### src/rtl/fx_channel_sched.sv
// Stereo scheduler: captures a left/right pair, runs each sample through one shared
// effect datapath (start/done with timeout fallback) and presents both results together.
module fx_channel_sched #(
  parameter int DATA_WIDTH = 32,
  parameter int TIMEOUT    = 255,
  parameter int CNT_W      = 8
) (
  input  logic                  CLK,
  input  logic                  rst,
  input  logic                  audio_ready,
  input  logic [DATA_WIDTH-1:0] left_in,
  input  logic [DATA_WIDTH-1:0] right_in,
  input  logic                  en,
  output logic [DATA_WIDTH-1:0] fx_x,
  output logic                  fx_start,
  input  logic                  fx_done,
  input  logic [DATA_WIDTH-1:0] fx_y,
  output logic [DATA_WIDTH-1:0] left_out,
  output logic [DATA_WIDTH-1:0] right_out,
  output logic                  out_valid,
  output logic                  busy,
  output logic                  indicator,
  output logic                  overrun,
  output logic                  timeout_err,
  output logic [2:0]            dbg_state
);

  typedef enum logic [2:0] {
    IDLE   = 3'd0,
    SEND_L = 3'd1,
    WAIT_L = 3'd2,
    SEND_R = 3'd3,
    WAIT_R = 3'd4,
    DONE   = 3'd5
  } state_t;

  localparam logic [CNT_W-1:0] CNT_LAST = CNT_W'(TIMEOUT - 1);

  state_t                state_q, state_d;
  logic [CNT_W-1:0]      cnt_q, cnt_d;
  logic [DATA_WIDTH-1:0] lbuf_q, lbuf_d, rbuf_q, rbuf_d;
  logic [DATA_WIDTH-1:0] lres_q, lres_d, rres_q, rres_d;
  logic [DATA_WIDTH-1:0] fx_x_q, fx_x_d, left_out_q, left_out_d, right_out_q, right_out_d;
  logic                  fx_start_q, fx_start_d, out_valid_q, out_valid_d, busy_q, busy_d;
  logic                  ind_q, ind_d, ovr_q, ovr_d, terr_q, terr_d;

  always_comb begin
    state_d     = state_q;
    cnt_d       = cnt_q;
    lbuf_d      = lbuf_q;
    rbuf_d      = rbuf_q;
    lres_d      = lres_q;
    rres_d      = rres_q;
    ind_d       = ind_q;
    ovr_d       = ovr_q;
    terr_d      = terr_q;
    fx_x_d      = fx_x_q;
    left_out_d  = left_out_q;
    right_out_d = right_out_q;

    case (state_q)
      IDLE: begin
        if (audio_ready) begin
          lbuf_d = left_in;
          rbuf_d = right_in;
          ind_d  = en;
          if (en) begin
            state_d = SEND_L;
          end else begin
            lres_d  = left_in;
            rres_d  = right_in;
            state_d = DONE;
          end
        end
      end
      SEND_L: begin
        cnt_d   = '0;
        state_d = WAIT_L;
      end
      WAIT_L: begin
        // A done arriving on the last allowed cycle still wins over the timeout.
        if (fx_done) begin
          lres_d  = fx_y;
          state_d = SEND_R;
        end else if (cnt_q == CNT_LAST) begin
          lres_d  = lbuf_q;
          terr_d  = 1'b1;
          state_d = SEND_R;
        end else begin
          cnt_d = cnt_q + CNT_W'(1);
        end
      end
      SEND_R: begin
        cnt_d   = '0;
        state_d = WAIT_R;
      end
      WAIT_R: begin
        if (fx_done) begin
          rres_d  = fx_y;
          state_d = DONE;
        end else if (cnt_q == CNT_LAST) begin
          rres_d  = rbuf_q;
          terr_d  = 1'b1;
          state_d = DONE;
        end else begin
          cnt_d = cnt_q + CNT_W'(1);
        end
      end
      DONE:    state_d = IDLE;
      default: state_d = IDLE;
    endcase

    if (audio_ready && (state_q != IDLE)) ovr_d = 1'b1;

    // Outputs are registered, so they are decoded from the state being entered.
    fx_start_d  = (state_d == SEND_L) || (state_d == SEND_R);
    out_valid_d = (state_d == DONE);
    busy_d      = (state_d != IDLE);
    if (state_d == SEND_L) fx_x_d = lbuf_d;
    if (state_d == SEND_R) fx_x_d = rbuf_q;
    if (state_d == DONE) begin
      left_out_d  = lres_d;
      right_out_d = rres_d;
    end
  end

  always_ff @(posedge CLK or negedge rst) begin
    if (!rst) begin
      state_q     <= IDLE;
      cnt_q       <= '0;
      lbuf_q      <= '0;
      rbuf_q      <= '0;
      lres_q      <= '0;
      rres_q      <= '0;
      ind_q       <= 1'b0;
      ovr_q       <= 1'b0;
      terr_q      <= 1'b0;
      fx_x_q      <= '0;
      fx_start_q  <= 1'b0;
      out_valid_q <= 1'b0;
      busy_q      <= 1'b0;
      left_out_q  <= '0;
      right_out_q <= '0;
    end else begin
      state_q     <= state_d;
      cnt_q       <= cnt_d;
      lbuf_q      <= lbuf_d;
      rbuf_q      <= rbuf_d;
      lres_q      <= lres_d;
      rres_q      <= rres_d;
      ind_q       <= ind_d;
      ovr_q       <= ovr_d;
      terr_q      <= terr_d;
      fx_x_q      <= fx_x_d;
      fx_start_q  <= fx_start_d;
      out_valid_q <= out_valid_d;
      busy_q      <= busy_d;
      left_out_q  <= left_out_d;
      right_out_q <= right_out_d;
    end
  end

  assign fx_x        = fx_x_q;
  assign fx_start    = fx_start_q;
  assign left_out    = left_out_q;
  assign right_out   = right_out_q;
  assign out_valid   = out_valid_q;
  assign busy        = busy_q;
  assign indicator   = ind_q;
  assign overrun     = ovr_q;
  assign timeout_err = terr_q;
  assign dbg_state   = state_q;

endmodule

### config.mk
export PLATFORM = sky130hd
export DESIGN_NAME = fx_channel_sched
export DESIGN_NICKNAME = d
export VERILOG_FILES = /design/src/rtl/fx_channel_sched.sv
export SDC_FILE = /design/constraint.sdc
export NUM_CORES = 1
export LEC_CHECK = 0
export BUFFER_PORTS_ARGS = -buffer_cell sky130_fd_sc_hd__buf_2
export CAP_MARGIN = 10
export CELL_PAD_IN_SITES_DETAIL_PLACEMENT = 1
export CELL_PAD_IN_SITES_GLOBAL_PLACEMENT = 2
export CORE_MARGIN = 2
export CORE_UTILIZATION = 30
export CTS_BUF_LIST = sky130_fd_sc_hd__clkbuf_8
export DETAILED_ROUTE_END_ITERATION = 7
export PLACE_DENSITY_LB_ADDON = 0.1
export SLEW_MARGIN = 20
export SYNTH_ARGS = -nofsm -noshare
export SYNTH_HDL_FRONTEND = slang
export SYNTH_SLANG_ARGS = --single-unit
### constraint.sdc
create_clock -name CLK -period 2.1 [get_ports CLK]
set_clock_uncertainty 0.15 [all_clocks]
set_input_delay 0.315 -clock CLK [delete_from_list [all_inputs] [get_ports CLK]]
set_output_delay 0.315 -clock CLK [all_outputs]
set_load 0.03 [all_outputs]
Yosys cells after proc, flatten, opt, wreduce, memory -nomap -nowiden. Index checks and enable logic that the tools add are counted. W data, S select, Z words.

Eq/ne operators: 10. $add $sub $neg: 1. Reductions and logical operators: 12. Bitwise operators: 1. Muxes and demuxes: 24.

Operator list (count): $mux W32 (12); $pmux W32 S2 (2); $mux W3 (6); $mux W8 (2); $pmux W8 S2 (1); $pmux W3 S5 (1); $eq A3 B2 Y1 const B (3); $add A8 B1 Y8 const B (1); $eq A8 B8 Y1 const B (1); $eq A3 B1 Y1 const B (2); $eq A3 B3 Y1 const B (2); $reduce_and A3 Y1 (2); $reduce_bool A3 Y1 (2); $ne A2 B2 Y1 const B (2); $reduce_bool A2 Y1 (2); $reduce_or A2 Y1 (2); $logic_not A3 Y1 (1); $reduce_and A2 Y1 (1); $logic_and A1 B1 Y1 (1); $logic_or A1 B1 Y1 (1); $not A1 Y1 (1).

Input bits: 101. Bits in registers: 241. Word-level logic and storage cells: 63. Output and inout port bits: 105.

Depth between registers and ports, before layout. Gate-level depths: netlist of run 1.

Depth after elaboration: 7. Depth in mapped cells: 11. Mapped depth without buffers: 8.

Worst setup path before layout of run 1. Ideal clock, no wire load.

Path kind: register to register. Start: register state_q[1], in the netlist dbg_state[1]. End: register right_out_q[10], in the netlist right_out[10]. Data required time: 1825 ps. Arrival time: 2171 ps. Path slack: -346 ps. Library setup time: 125 ps. Cell stages (with the launch flop): 9. Path buffers: 3. Period minus slack after synthesis: 2446 ps. Cell sequence: dfrtp_1 -> buf_4 -> xnor2_1 -> or2_1 -> clkbuf_1 -> o21ba_2 -> a21oi_4 -> buf_6 -> mux2_4.

Word-level cells in the longest chain between the ends: 4. Elaborated cells between the ends (all ways): 13. Those cells by class: eq/ne: 5; mux: 7; reduce/logical: 1.

RTL lines: from (decl) (RTL line 39) `state_t state_q, state_d;`; from (signal assigned) (RTL line 145) `state_q <= state_d;`; $mux W3, on equally long branches (RTL line 101, 85); $mux W3, on equally long branches (RTL line 98, 82); $pmux W3 S5 (RTL line 61) `case (state_q)`; $eq A3 B3 Y1 (RTL line 121) `if (state_d == DONE) begin`; to (signal assigned) (RTL line 159) `right_out_q <= right_out_d;`; to (decl) (RTL line 43) `logic [DATA_WIDTH-1:0] fx_x_q, fx_x_d, left_out_q, left_out_d, right_out_q, right_out_d;`.

Several ways; a longest one is shown, not always the timed one. A chain may end at the register's enable or synchronous reset.

Worst setup path in the final report of run 1.
Start: register state_q[1], in the netlist dbg_state[1]. End: register right_out_q[24], in the netlist right_out[24].

Elaborated cells between the ends (all ways): 13. Those cells by class: eq/ne: 5; mux: 7; reduce/logical: 1.

RTL lines: $eq A3 B3 Y1 or $logic_not A3 Y1 (tied branches) (RTL line 61); $pmux W32 S2 (*) (RTL line 61); via rres_d[24] (RTL line 42) `logic [DATA_WIDTH-1:0] lres_q, lres_d, rres_q, rres_d;`.

Mark *: on every way through the listed nets, which the timed path passes. The rest lies on a longest branch.

==> summary.md, run 1 <==
| Metric | Value |
|---|---|
| Num rows | `72` |
| Synthesis-to-finish area growth | `53.68%` |
| Mux cell area share after synthesis | `0.1037` |
| Grt ovf | `0` |
| Post-synth EDFFs | `0` |
| Die height | `201.3 um` |
| Worst R2R Path Depth | `8` |
| Setup TNS | `-10040 ps` |
| Pwr Density | `1783 mW/mm^2` |
| Final nets | `1614` |
| TritonRoute pass-1 iters | `5` |
| Syn_nets | `1229` |
| Worst-skew pair later-pin latency | `580 ps` |
| Crit. End Element | `flip-flop` |
| Synth cell types | `46` |
| Post-synthesis async set-or-reset flop share | `1.000` |
| Setup violators final | `105` |
| CP max FO | `12` |
| Fillers | `4251` |
| Antenna Violating Nets Remaining | `0` |
| Peak VDD IR | `0.6202 mV` |
| Clk Tree Root Cell | `clkbuf_8` |
| Syn Area/Cell | `10.37 um^2` |
| WS Path Type | `flip-flop to flip-flop` |
| Post-synthesis adder-cell area fraction | `0.002143` |
| Unrepaired setup endpoints after global routing | `yes` |
| Post-Synth Simple-Gate Area | `0.1124` |
| Hold Fails Final Rpt | `0` |
| Flop-to-flop setup slack | `-200 ps` |
| Setup crit start | `dbg_state[1]` |
| Fin area | `0.01794 mm^2` |
| Synth Area in Compound Gates | `0.2098` |
| Core box area | `0.03856 mm^2` |
| Yosys reg bits | `241` |
| Status | `complete, but fails checks` |
| Setup slack after layout | `-201.5 ps` |
| Worst flop-to-flop path startpoint | `dbg_state[1]` |
| Max Cap Violations | `0` |
| Tot Pwr | `32.00 mW` |
| Worst path most repeated cell | `buf_4` |
| CTS tree | `yes` |
| Hold Crit Class | `input port to flip-flop` |
| Max-Slew Margin vs Limit | `0.6106` |
| Sequential area share after synthesis | `0.5165` |
| GPL Wtd Cong | `0.7950` |
| Failing checks | `negative setup slack` |
| Clock net sink count | `241` |
| Post-Synth XOR/XNOR Area | `0.003751` |
| Busiest grt layer | `met2` |
| Max Clk Rate | `434.5 MHz` |
| Wire per inst | `25.01 um` |
| Hold path depth | `3` |
| Top FF cell, synth | `dfrtp_1` |
| Worst hold-check slack | `25.49 ps` |
| Slowest CP cell | `dfrtp_2` |
| Cell Area, Synth | `0.01168 mm^2` |
| Die area | `0.04052 mm^2` |
| Critical Path Max Stage Delay | `430 ps` |
| Synth Warn # | `0` |
| Largest net degree at the start of global routing | `54` |
| Max Slew Vio Count | `0` |
| Worst Path Arrival | `2600 ps` |
| Met2 Use GR | `0.3739` |
| Vias in the first global route | `11320` |
| Worst setup SP type | `flip-flop` |
| Layout cells sized above 1 | `0.4292` |
| # diodes | `0` |
| Initial antenna violation count | `1` |
| Final period util | `1.096` |
| Met3 usage | `0.03223` |
| Leakage power | `8.032 nW` |
| Die width | `201.3 um` |
| Synth Instances | `1126` |
| Post-DP Area | `0.01412 mm^2` |
| WP data required | `2400 ps` |
| Cts bufs inserted | `47` |
| DRT Wirelength | `51.65 mm` |
| CP Cell Sequence | `buf_12, buf_4, nor2_4, nand2_1, buf_4, a21oi_1, o32ai_1, mux2_4` |
| CTS Buffer Depth | `3` |
| Total GRT Usage | `0.2438` |
| Slew of the pin with the lowest slew margin | `579.6 ps` |
| Min-delay src | `fx_y[20]` |
| # port buffers | `205` |
| CTS H-tree lvls | `2` |
| WHS Endpoint | `rres_q[20]` |
| Largest family of logic cells by synthesized area | `compound AO/OA/AOI/OAI gates` |
| Routed vias/inst | `5.212` |
| FF-to-FF End | `right_out[24]` |
| DRT iter0 DRCs | `549` |
| Post-layout util | `0.4654` |
| # IOs | `206` |
| Clk pin slew, worst setup/hold paths | `60 ps` |
| Minimum clock period | `2302 ps` |
| Starting Density | `0.3028` |
| Vias after detailed routing | `10760` |
| Global-route wire length before repair | `75.62 mm` |
| Met1 usage | `0.3680` |
| DRC | `0` |
| Post-DP HPWL | `31.53 mm` |
through the flow:
step                setup slack, ps  std cells
floorplan                    -211.1       1126
global placement             -179.0       1842
detailed placement           -242.0       1842
CTS                          -159.4       2052
global route                 -244.8       2065
finish                       -201.5       2065
where the power goes:
group / switching [mW] / internal (mW)
combinational: 10.4 / 8.22
sequential: 1.63 / 7.03
clock: 2.14 / 2.55
how the worst max path moves through the flow:
stage	cells after the start	slack (ps)	endpoint
after floorplan	8	-210	right_out[10]
after global placement	7	-180	fx_x[5]
after detailed placement	10	-240	lres_q[11]
after CTS	7	-160	right_out[10]
after global routing	9	-240	fx_x[16]
final	8	-200	right_out[24]
final cells by class:
type | count | area (um^2) | area share
timing repair buffer | 448 | 4130 | 0.2302
clock buffer | 60 | 825.8 | 0.04602
sequential | 241 | 6035 | 0.3363
inverter | 30 | 120.1 | 0.006694
clock inverter | 25 | 97.59 | 0.005439
tap | 518 | 648.1 | 0.03612
multi-input combinational | 743 | 6087 | 0.3392
state kept, by name, indices dropped and copies added, names as in the netlist:
| name | flops |
|---|---|
| timeout_err | 1 |
| rbuf_q | 32 |
| overrun | 1 |
| right_out | 32 |
| lbuf_q | 32 |
| rres_q | 32 |
| busy | 1 |
| out_valid | 1 |
| left_out | 32 |
| dbg_state | 3 |
| cnt_q | 8 |
| fx_start | 1 |
| fx_x | 32 |
| lres_q | 32 |
| indicator | 1 |
cell usage after synthesis (32+ instances only):
| cell type | count | area [um^2] |
|---|---|---|
| a31oi_1 | 33 | 206.5 |
| mux2_2 | 68 | 765.7 |
| nor2_1 | 113 | 424.2 |
| clkbuf_1 | 69 | 259.0 |
| and4_1 | 32 | 280.3 |
| dfrtp_1 | 241 | 6031 |
| o31ai_1 | 42 | 315.3 |
| nand2_1 | 71 | 266.5 |
| a22oi_1 | 32 | 240.2 |
| a21oi_1 | 123 | 615.6 |
| nor3_1 | 33 | 165.2 |
| o21ai_0 | 37 | 185.2 |
layout by cell type (no fill, tap or decap), drive strengths merged, types with 3 or more instances in the layout:
master	instances
a22oi	32
clkinv	3
nand3	4
nand2	71
mux2	97
dlygate4sd3	89
nor2b	3
a221o	24
o31ai	42
buf	344
a31oi	33
xor2	3
o21ai	39
a21oi	124
inv	52
and4	32
clkbuf	75
nor2	113
o32ai	31
and3	10
o22a	31
dfrtp	241
nor3	33
timing repair:
item / in CTS / in global routing
hold endpoints to repair: 370 / 0
setup buffers: 20 / 10
cloned: 16 / 14
pin swaps: 25 / 47
endpoints found under the setup margin: 157 / 173
hold buffers: 89 / 0
resized for setup: 136 / 156
worst max-delay path, delay by kind of cell (launching register included):
family,cells,cell delay (ps)
AO/OA/AOI/OAI,2,450
buffers and inverters,3,500
AND/OR/NAND/NOR,2,360
multiplexers,1,280
flip-flops,1,430
routing by layer:
metal,wire length [um],vias to the layer above,share of wire
li1,-,4944,-
met1,24880,5515,0.48
met2,23980,242,0.46
met3,1990,61,0.039
met4,795,0,0.015
met5,0,-,0
cell families (layout without fill, tap and decap cells):
kind of cell               Yosys count  after routing
AOI/OAI and AO/OA                  363            363
adders and majority gates            2              2
muxes                               98             98
DFF                                241            241
buffers and inverters              142            563
xor gates and xnor gates             5              5
and+or+nand+nor                    275            275
Power figures use the tool's default switching activity.
==> run 2, diff against run 1 <==
--- a/config.mk
+++ b/config.mk
@@ -12,8 +12,10 @@
 export CORE_MARGIN = 2
 export CORE_UTILIZATION = 30
 export CTS_BUF_LIST = sky130_fd_sc_hd__clkbuf_8
+export CTS_CLUSTER_DIAMETER = 60
 export DETAILED_ROUTE_END_ITERATION = 7
 export PLACE_DENSITY_LB_ADDON = 0.1
+export SETUP_SLACK_MARGIN = 0.5
 export SLEW_MARGIN = 20
 export SYNTH_ARGS = -nofsm -noshare
 export SYNTH_HDL_FRONTEND = slang
==> run 2 against run 1 <==
The run still ends with negative setup slack left. Flip-flop and latch count unchanged. Via count up 3.1%. Fmax down 0.49%. Worst hold slack better by 34 ps. Die area unchanged. Clock-buffer cell count down 1. Critical path depth up 3. Core utilization up 5.5 points. First-iteration DRC count down 5.6%. Setup slack worse by 11 ps. Critical endpoint is now lres_q[18].
==> summary.md, run 2 (synthesis gave the netlist of run 1 again) <==
| Metric | Value |
|---|---|
| Clk Tree Root Cell | `clkbuf_8` |
| Cell internal pwr | `20.35 mW` |
| DRC | `0` |
| Layout cells sized above 1 | `0.5440` |
| Min-delay src | `fx_y[31]` |
| Grt ovf | `0` |
| Clk pin slew, worst setup/hold paths | `60 ps` |
| # diodes | `0` |
| Crit. End Element | `flip-flop` |
| Final period util | `1.101` |
| GPL Wtd Cong | `0.7787` |
| Max Cap Violations | `0` |
| Global-route wire length before repair | `76.85 mm` |
| Wire per inst | `24.68 um` |
| Buf/Inv on CP | `5` |
| Worst hold-check slack | `59.30 ps` |
| Largest net degree at the start of global routing | `52` |
| Total GRT Usage | `0.2494` |
| CP max FO | `8` |
| Worst-skew pair later-pin latency | `610 ps` |
| Delay-heaviest family, CP | `buffers and inverters` |
| Unrepaired setup endpoints after global routing | `yes` |
| Critical Path Max Stage Delay | `390 ps` |
| CTS Buffer Depth | `3` |
| Hold Fails Final Rpt | `0` |
| Max Slew Vio Count | `0` |
| CTS H-tree lvls | `2` |
| Antenna Violating Nets Remaining | `0` |
| Hold Crit Class | `input port to flip-flop` |
| CP Cell Sequence | `inv_1, ha_2, and4_4, buf_6, buf_8, and2_4, buf_12, buf_16, a21oi_2, a221o_1, nand2_1` |
| Cts bufs inserted | `47` |
| Setup slack after layout | `-212.7 ps` |
| Setup crit start | `cnt_q[0]` |
| Logic pwr share | `0.620` |
| Num rows | `72` |
| Worst setup SP type | `flip-flop` |
| WP data required | `2490 ps` |
| Max Clk Rate | `432.4 MHz` |
| Slew of the pin with the lowest slew margin | `703.2 ps` |
| Peak VDD IR | `0.7234 mV` |
| TritonRoute pass-1 iters | `5` |
| CTS tree | `yes` |
| Routed vias/inst | `5.209` |
| Initial antenna violation count | `0` |
| Die area | `0.04052 mm^2` |
| Final nets | `1686` |
| Clock network fraction of total power | `0.133` |
| Minimum clock period | `2313 ps` |
| Starting Density | `0.3028` |
| # port buffers | `205` |
| Failing checks | `negative setup slack` |
| Tot Pwr | `36.10 mW` |
| # IOs | `206` |
| Most frequent cells in the layout | `dfrtp_1 (234), buf_2 (175), buf_4 (98)` |
| Clock net sink count | `241` |
| Leakage power | `8.766 nW` |
| Setup violators final | `154` |
| Die height | `201.3 um` |
| Die width | `201.3 um` |
| Synthesis-to-finish area growth | `71.90%` |
| Switching Share | `0.4363` |
| Vias after detailed routing | `11100` |
| Slowest CP cell | `dfrtp_1` |
| DRT Wirelength | `52.57 mm` |
| Post-DP HPWL | `32.06 mm` |
| NetSw | `15.75 mW` |
| Status | `complete, but fails checks` |
| Worst flop-to-flop path startpoint | `cnt_q[0]` |
| Share of power burned in registers | `0.248` |
| Most common cell after layout, fill and taps aside | `dfrtp_1` |
| Place WS | `-343.6 ps` |
| DRT iter0 DRCs | `518` |
| Vias in the first global route | `11640` |
| Max-Slew Margin vs Limit | `0.5312` |
| WS Path Type | `flip-flop to flip-flop` |
| Worst Path Arrival | `2700 ps` |
| Core box area | `0.03856 mm^2` |
| Pwr Density | `1799 mW/mm^2` |
[run 2: changes by cell type in the layout (fill, tap and decap cells not counted), moves of 14 or more]
cell	change
a21oi_1	-70
a21oi_2	+62
buf_6	+50
mux2_2	-31
mux2_4	+31
buf_2	-28
buf_4	+24
o32ai_1	-21
o21ai_1	-20
o21ai_2	+19
o32ai_2	+18
o21ai_4	+15
buf_16	+14
o21ai_0	-14
[run 2: power by group through the flow]
stage,logic (mW),clock network (mW),registers [mW]
final,22.4,4.79,8.94
after global routing,23.7,5.12,9.21
after CTS,18.9,4.90,8.73
after detailed placement,13.9,0,8.66
after global placement,13.7,0,8.58
after floorplan,7.40,0,10.2
[run 2: what timing repair did]
| item | CTS | global route |
|---|---|---|
| gates cloned | 22 | 8 |
| hold buffers | 96 | 0 |
| endpoints found under the setup margin | 343 | 344 |
| hold endpoints to repair | 376 | 0 |
| pin swaps | 56 | 36 |
| setup buffers | 39 | 47 |
| resized for setup | 304 | 294 |
[run 2: metal layers]
| layer | track usage | routed length (um) | up-vias |
|---|---|---|---|
| li1 | - | - | 5092 |
| met1 | 0.3661 | 25420 | 5722 |
| met2 | 0.3863 | 24520 | 228 |
| met3 | 0.03482 | 1718 | 53 |
| met4 | 0.06381 | 914 | 0 |
| met5 | 0 | 0 | - |
[run 2: final cells by class]
type / instances / area (um^2)
Clock buffer: 59 / 812.0
Clock inverter: 19 / 103.9
Fill cell: 4076 / 18490
Inverter: 30 / 120.1
Multi-Input combinational cell: 743 / 7129
Sequential cell: 241 / 6040
Tap cell: 518 / 648.1
Timing Repair Buffer: 520 / 5219
[run 2: path summary, 6_finish.rpt]
| kind | end | slack, ps | cells after the start |
|---|---|---|---|
| min | lres_q[31] | 60 | 4 |
| max reg2reg | lres_q[18] | -210 | 11 |
| max in group asynchronous | rres_q[28] | 1000 | 3 |
| min reg2reg | timeout_err | 330 | 2 |
| min in group asynchronous | left_out[29] | 90 | 2 |
| max | lres_q[18] | -210 | 11 |
[run 2: per-stage QoR]
step                area [um^2]    util  cells  setup TNS [ps]
floorplan                 12090       -   1126           -8564
global placement          14240  0.3693   1840          -34790
detailed placement        14240  0.3693   1840          -35030
CTS                       18370  0.4763   2075          -14190
global route              20070  0.5206   2130          -28450
finish                    20070  0.5206   2130          -18600
[run 2: tightest hold or removal path: stages]
cell and delay (ps):
buf_2 100, inv_1 130, a221o_1 170, nand2_1 50
